==> src/rtl/pc_fetch_unit.sv <==
// pc_fetch_unit: instruction-fetch front end.
// Holds the fetch PC, runs the req/ack handshake with instruction memory,
// applies jump/branch redirects (jump wins) and presents one instruction
// at a time to decode with stall back-pressure.
// Optional feature macro: PC_ALIGN_CHECK_EN. When defined, a misaligned
// redirect target is replaced by EXC_VECTOR and addr_err_o pulses for one
// cycle. When undefined, targets are used as-is and addr_err_o is tied 0.
module pc_fetch_unit #(
  parameter logic [31:0] RESET_PC   = 32'h0000_0000,
  parameter logic [31:0] EXC_VECTOR = 32'h0000_0040
) (
  input  logic        clk,
  input  logic        rst_n,
  output logic [31:0] pc_o,
  input  logic [31:0] pc_plus4_i,
  output logic        imem_req_o,
  input  logic        imem_ack_i,
  input  logic [31:0] inst_i,
  output logic [31:0] inst_o,
  output logic [31:0] inst_pc_o,
  output logic        inst_valid_o,
  input  logic        stall_i,
  input  logic        branch_i,
  input  logic [31:0] branch_target_i,
  input  logic        jump_i,
  input  logic [31:0] jump_target_i,
  output logic        addr_err_o
);

`ifdef PC_ALIGN_CHECK_EN
  localparam bit ALIGN_CHK = 1'b1;
`else
  localparam bit ALIGN_CHK = 1'b0;
`endif

  typedef enum logic [1:0] {
    IDLE   = 2'd0,
    RUN    = 2'd1,
    SQUASH = 2'd2
  } state_t;

  state_t      state;
  state_t      state_nxt;
  logic [31:0] pend_q;      // redirect target waiting for the squashed ack
  logic        out_q;       // a request was issued and is still unacked
  logic        free;
  logic        redir;
  logic        mis;
  logic [31:0] tgt;
  logic        ack_eff;
  logic        in_flight;   // request active this cycle and not acked

  // Jump beats branch; a misaligned target may be swapped for the vector.
  function automatic logic [31:0] select_target(input logic        jmp,
                                                input logic [31:0] jt,
                                                input logic [31:0] bt,
                                                input logic        bad);
    logic [31:0] t;
    t = jmp ? jt : bt;
    if (ALIGN_CHK && bad) t = EXC_VECTOR;
    return t;
  endfunction

  // Redirect decode and handshake qualifiers.
  always_comb begin
    logic [31:0] raw;
    raw       = jump_i ? jump_target_i : branch_target_i;
    mis       = (raw[1:0] != 2'b00);
    redir     = jump_i || branch_i;
    tgt       = select_target(jump_i, jump_target_i, branch_target_i, mis);
    free      = !inst_valid_o || !stall_i;
    ack_eff   = imem_ack_i && imem_req_o;
    in_flight = imem_req_o && !imem_ack_i;
  end

  // Next-state and request generation.
  always_comb begin
    state_nxt  = state;
    imem_req_o = 1'b0;
    case (state)
      IDLE: begin
        state_nxt = RUN;
      end
      RUN: begin
        // An issued request holds until acked, even if the slot fills.
        imem_req_o = out_q || free;
        if (redir && imem_req_o && !imem_ack_i) state_nxt = SQUASH;
      end
      SQUASH: begin
        imem_req_o = 1'b1;
        if (imem_ack_i) state_nxt = RUN;
      end
      default: begin
        state_nxt = IDLE;
      end
    endcase
  end

  // State register.
  always_ff @(posedge clk or negedge rst_n) begin
    if (!rst_n) state <= IDLE;
    else        state <= state_nxt;
  end

  // PC, pending target, outstanding flag and decode slot.
  always_ff @(posedge clk or negedge rst_n) begin
    if (!rst_n) begin
      pc_o         <= RESET_PC;
      pend_q       <= 32'h0;
      out_q        <= 1'b0;
      inst_o       <= 32'h0;
      inst_pc_o    <= 32'h0;
      inst_valid_o <= 1'b0;
    end else begin
      out_q <= in_flight;
      case (state)
        RUN: begin
          if (redir) begin
            inst_valid_o <= 1'b0;
            if (in_flight) pend_q <= tgt;
            else           pc_o   <= tgt;
          end else if (ack_eff) begin
            inst_o       <= inst_i;
            inst_pc_o    <= pc_o;
            inst_valid_o <= 1'b1;
            pc_o         <= pc_plus4_i;
          end else if (inst_valid_o && !stall_i) begin
            inst_valid_o <= 1'b0;
          end
        end
        SQUASH: begin
          inst_valid_o <= 1'b0;
          if (redir) pend_q <= tgt;
          // Latest redirect wins, including one arriving with the ack.
          if (imem_ack_i) pc_o <= redir ? tgt : pend_q;
        end
        default: begin
        end
      endcase
    end
  end

`ifdef PC_ALIGN_CHECK_EN
  // One-cycle error pulse after any accepted misaligned redirect.
  always_ff @(posedge clk or negedge rst_n) begin
    if (!rst_n) addr_err_o <= 1'b0;
    else        addr_err_o <= (state != IDLE) && redir && mis;
  end
`else
  assign addr_err_o = 1'b0;
`endif

endmodule

==> config.mk <==
export PLATFORM = sky130hd
export DESIGN_NAME = pc_fetch_unit
export DESIGN_NICKNAME = d
export VERILOG_FILES = /design/src/rtl/pc_fetch_unit.sv
export SDC_FILE = /design/constraint.sdc
export NUM_CORES = 1
export LEC_CHECK = 0
export CAP_MARGIN = 20
export CORE_ASPECT_RATIO = 0.7
export CORE_MARGIN = 4
export CORE_UTILIZATION = 33
export DETAILED_ROUTE_END_ITERATION = 6
export DONT_BUFFER_PORTS = 1
export MAX_ROUTING_LAYER = met4
export PLACE_DENSITY = 0.58
export SYNTH_ARGS = -nofsm -noshare
export SYNTH_HDL_FRONTEND = slang
export SYNTH_SLANG_ARGS = --single-unit
==> constraint.sdc <==
create_clock -name clk -period 2.6 [get_ports clk]
set_input_delay 0.39 -clock clk [delete_from_list [all_inputs] [get_ports clk]]
set_output_delay 0.39 -clock clk [all_outputs]
set_load 0.02 [all_outputs]
======== After elaboration in Yosys (flattened, before gate mapping) ========
Cells that the tools add are included.
storage, ports and cells
  bits in registers ....................... 132
  logic and storage cells ................. 53
operators by class
  equal/unequal tests ..................... 9
  muxes and demuxes ....................... 18
  bitwise logic cells ..................... 1
  reductions and logical operators ........ 18
operators with widths
  cell                                                             count
  32-bit 2-to-1 mux                                                8
  32-bit one-hot mux with 2 select lines                           2
  2-bit != test, second input constant                             4
  3-bit != test, second input constant                             2
  2-bit one-hot mux with 3 select lines                            1
  3-bit AND reduction                                              2
  1-bit logical AND                                                5
  2-bit 2-to-1 mux                                                 2
  4-bit != test, second input constant                             1
  1-bit one-hot mux with 2 select lines                            2
  2-bit AND reduction                                              2
  4-bit AND reduction                                              1
  1-bit zero test                                                  3
  1-bit logical OR                                                 3
  1-bit 2-to-1 mux                                                 3
  2-bit by 1-bit == test with 1-bit output, second input constant  1
  2-bit == test, second input constant                             1
  2-bit zero test                                                  1
  2-bit nonzero test                                               1
  1-bit NOT                                                        1

======== Depth between registers and ports, before layout ========
  depth after elaboration ................. 8
  gate-level depth with buffers ........... 8
  mapped depth without buffers ............ 6

======== Least setup slack after synthesis ========
Ideal clock, no wire load.
  path kind ............................... flip-flop to flip-flop
  from .................................... register state[0]
  to ...................................... register pend_q[10]
  setup time .............................. 125 ps
  data arrival time ....................... 1926 ps
  required time ........................... 2475 ps
  setup slack ............................. 550 ps
  stages on the path, launching flop included .. 9
  path buffers ............................ 2
  period minus slack after synthesis ...... 2050 ps
  path through ............................ dfrtp_1 inv_1 ha_1 buf_2 nor4bb_4 o21ai_1 nand3_2 buf_4 mux2_2
between the ends
  word-level cells in the longest chain between the ends .. 5
  elaborated cells between the ends (all ways) .. 9
  those cells by class .................... 4 x eq/ne; 2 x mux; 3 x reduce/logical
RTL lines
  what                                                                              line     text
  from (decl)                                                                       42       state_t state;
  from (signal assigned)                                                            102      else state <= state_nxt;
  2-bit == test / 2-bit by 1-bit == test with 1-bit output (equally long branches)  80, 116
  1-bit one-hot mux with 2 select lines                                             80       case (state)
  1-bit logical AND                                                                 73       in_flight = imem_req_o && !imem_ack_i;
  2-bit != test (no line)                                                           -
  3-bit AND reduction (no line)                                                     -
  to (signal assigned)                                                              120      if (in_flight) pend_q <= tgt;
  to (signal assigned)                                                              133      if (redir) pend_q <= tgt;
  to (decl)                                                                         44       logic [31:0] pend_q;
Parallel ways exist; a longest one is shown, timed or not.
A chain may end at the register's enable or synchronous reset.

======== Final worst setup path ========
  from .................................... register state[1]
  to ...................................... register pc_o[20]
between the ends
  word-level cells in the longest chain between the ends .. 5
  elaborated cells between the ends (all ways) .. 11
  those cells by class .................... 5 x eq/ne; 2 x mux; 4 x reduce/logical
RTL lines
  what                                                                              line     text
  2-bit == test / 2-bit by 1-bit == test with 1-bit output (equally long branches)  80, 116
  1-bit one-hot mux with 2 select lines                                             80
  1-bit logical AND, on equally long branches                                       73, 72
  3-bit != test (no line)                                                           -
  4-bit AND reduction (no line)                                                     -
  to (signal assigned)                                                              121      else pc_o <= tgt;
  to (signal assigned)                                                              126      pc_o <= pc_plus4_i;
  to (signal assigned)                                                              135      if (imem_ack_i) pc_o <= redir ? tgt : pend_q;
  to (decl)                                                                         14       output logic [31:0] pc_o,
Parallel ways exist; a longest one is shown, timed or not.

==> metrics <==
Area contributors post-synth=dfrtp_1 51%, mux2_2 22%, mux2_4 7.0%; row count=42; Int Pwr=6700 uW; pwr/cell area=1420 nW/um^2; crit path time final=2.34 ns; max_slew headroom=64.8%; slowest stage cell, crit path=dfrtp_1; Critical Path Source Type=register; Flop pwr share=45.2%; io pins=around 230; H-tree lvl count=4; Sw Share=35.5%; final period utilization=90.0%; initial antenna violation count=1; drt first-iter violations=approximately 140; CP Class=register to register; Final ANT Viol Nets=0; Vias=3715; final hold vios=~130; Critical Path Sink Type=register; outcome=complete, but fails checks; largest net degree at the start of global routing=133; flops & latches, synth=132; first-pass GRT wire length=22.9 mm; vias in the first global route=3953; Mapped Area=roughly 6500 sq um; port bufs=0; # DRC=0; hold slack=-0.331 ns; Post-synth top cells=132 x dfrtp_1, 126 x mux2_2, 33 x mux2i_1, 30 x mux2_4, 24 x a21oi_1; CTS tree=done; top cell type's share of synthesized area=between 50 and 60%; crit-path cells=inv_1 > ha_1 > or3b_1 > o221ai_1 > or3_2 > buf_4 > mux2_2; Synth Net Count=610; drt wl/cell=19.7 microns; number of enable flip-flop cells after synthesis=0; Final nets=approximately 610; Die Area=21900 sq um; Cells after Synth=471; HP Class=input pin to async pin; Area Overhead vs Synth=12.7%; commonest register cell after synthesis=dfrtp_1; Async S/R FF share, synth=100%; yosys synthesis warning count=0; failing checks=negative hold slack; Post-CTS Setup Inserts=0; clk root buf=clkbuf_16; Clock Skew=0.0130 ns; Seq/Total Area, Yosys=51.0%; Yosys cell types=39; post-detail-place hpwl=10.3 mm; required time of the worst setup path=2.89 ns; Post-Route WL=14.7 mm; Slew Limit Fails=0; RSZ-0062 raised after global routing=false; die span in y=125 microns; die width=between 150 and 200 microns; Initial Util=between 30 and 40%; total power=10400 uW; most frequent cell after synthesis=dfrtp_1; maximum clock frequency=427 MHz; Setup violations, final=0; Worst-Margin Slew=0.526 ns; DR pass1 iterations=4; max incr delay on CP=0.41 ns; ratio of cells with drive above 1 in the final layout=a little over two fifths; worst reg2reg path depth=7; CTS Buf Count=17; Avg Vias per Cell=4.97; power share of the clock group=25.2%; leading area contributor after synthesis=dfrtp_1; GRT Overall Usage=13.8%; CTS resizes=0; crit path max fanout=13; mean post-synth cell area=13.7 sq um; Gate power share=29.6%; fill count=1774; setup tns final=0 ns; LEAKAGE=0.00321 uW; clock latency on the worst-skew pair=approximately 0.41 ns; VDD IR max=0.561 mV; Overflow after GRT=0; multi-input logic area=2840 sq um; maxcap violations=0; clock-pin slew on the worst setup and hold paths=0.06 ns; crit path DAT=2.63 ns; CTS sink cnt=132; Placeable Area=19100 sq um; Reg area=3300 sq um; CTS Buffer Depth=2; Placer Congestion=roughly 0.78; Sw Pwr=around 3700 uW
## metrics by stage
step	util [%]	hold WS (ns)	setup slack, ns	cell area, sq um	instances
4_1_cts	38.2	-0.353	0.278	7290	746
6_report	38.2	-0.331	0.261	7290	747
5_1_grt	38.2	-0.368	0.157	7290	747
2_1_floorplan	-	0.0944	0.550	6470	471
3_5_place_dp	34.8	0.0976	0.263	6640	714
3_3_place_gp	34.8	0.0978	0.388	6640	714
## layout make-up
cell class,instances,share of cell area [%]
clock inverters,10,2.33
diodes,1,0.0343
well taps,264,4.53
flip-flops and latches,132,45.3
inverters,11,0.566
multi-input cells,298,39.0
repair buffers,9,1.61
clock buffers,22,6.64
## power by group through the flow
stage / clock (uW) / sequential [uW] / combinational (uW)
floorplan: 0 / 4450 / 2770
global route: 2800 / 4820 / 3350
finish: 2610 / 4700 / 3080
global placement: 0 / 4730 / 3020
CTS: 2700 / 4720 / 3140
detailed placement: 0 / 4750 / 3140
## flip-flops by register name (all words and copies together), names as in the netlist
| register | flops |
|---|---|
| inst_o | 32 |
| inst_pc_o | 32 |
| pc_o | 32 |
| pend_q | 32 |
| state | 2 |
| inst_valid_o | 1 |
| out_q | 1 |
## final timing paths
path,from,end,slack (ns)
min in group clk,imem_ack_i,out_q,0.04
worst min-delay path,rst_n,pc_o[22],-0.33
max in group asynchronous,rst_n,pc_o[10],2.76
worst max-delay path,state[1],pc_o[20],0.26
worst max register to register,state[1],pc_o[20],0.26
worst min register to register,pend_q[17],pend_q[17],0.50
## per-layer routing
layer  GRT usage (%)  part of all wire [%]
met5               -                     0
met4            3.74                  0.73
met3            5.52                   8.9
met2            21.4                    47
met1            16.9                    43
## cells in the final DEF, fill, tap and decap left out, types with 2 or more instances in the layout
cell / Yosys / final
a21oi_1: 24 / 24
buf_12: 3 / 4
buf_4: 9 / 5
bufinv_16: 0 / 4
clkbuf_16: 0 / 17
clkbuf_8: 1 / 4
clkinv_4: 0 / 3
clkinvlp_4: 0 / 2
dfrtp_1: 132 / 132
ha_1: 5 / 4
inv_1: 11 / 11
mux2_1: 5 / 5
mux2_2: 126 / 126
mux2_4: 30 / 30
mux2i_1: 33 / 33
nand2_1: 11 / 11
nor2_1: 23 / 23
nor2_4: 1 / 2
nor2b_1: 2 / 2
o21ai_0: 21 / 21
## cells by family (layout without fill, tap and decap cells)
kind of cell / after synthesis / after routing / share of synthesized area, %
AOI/OAI and AO/OA: 49 / 49 / 3.93
adders and majority gates: 5 / 5 / 0.967
buffers and inverters: 41 / 52 / 5.16
DFF: 132 / 132 / 51.0
muxes: 194 / 194 / 34.9
other: 1 / 2 / 0.0579
and+or+nand+nor: 49 / 49 / 3.98
## critical path: cells and delay by family (launching register included)
family	cells	cell delay, ns
simple gates	2	0.59
flops	1	0.41
buf+inv	2	0.40
mux	1	0.36
fa+ha+maj	1	0.28
compound gates	1	0.19
No activity file was read; power rests on OpenSTA's default activity.
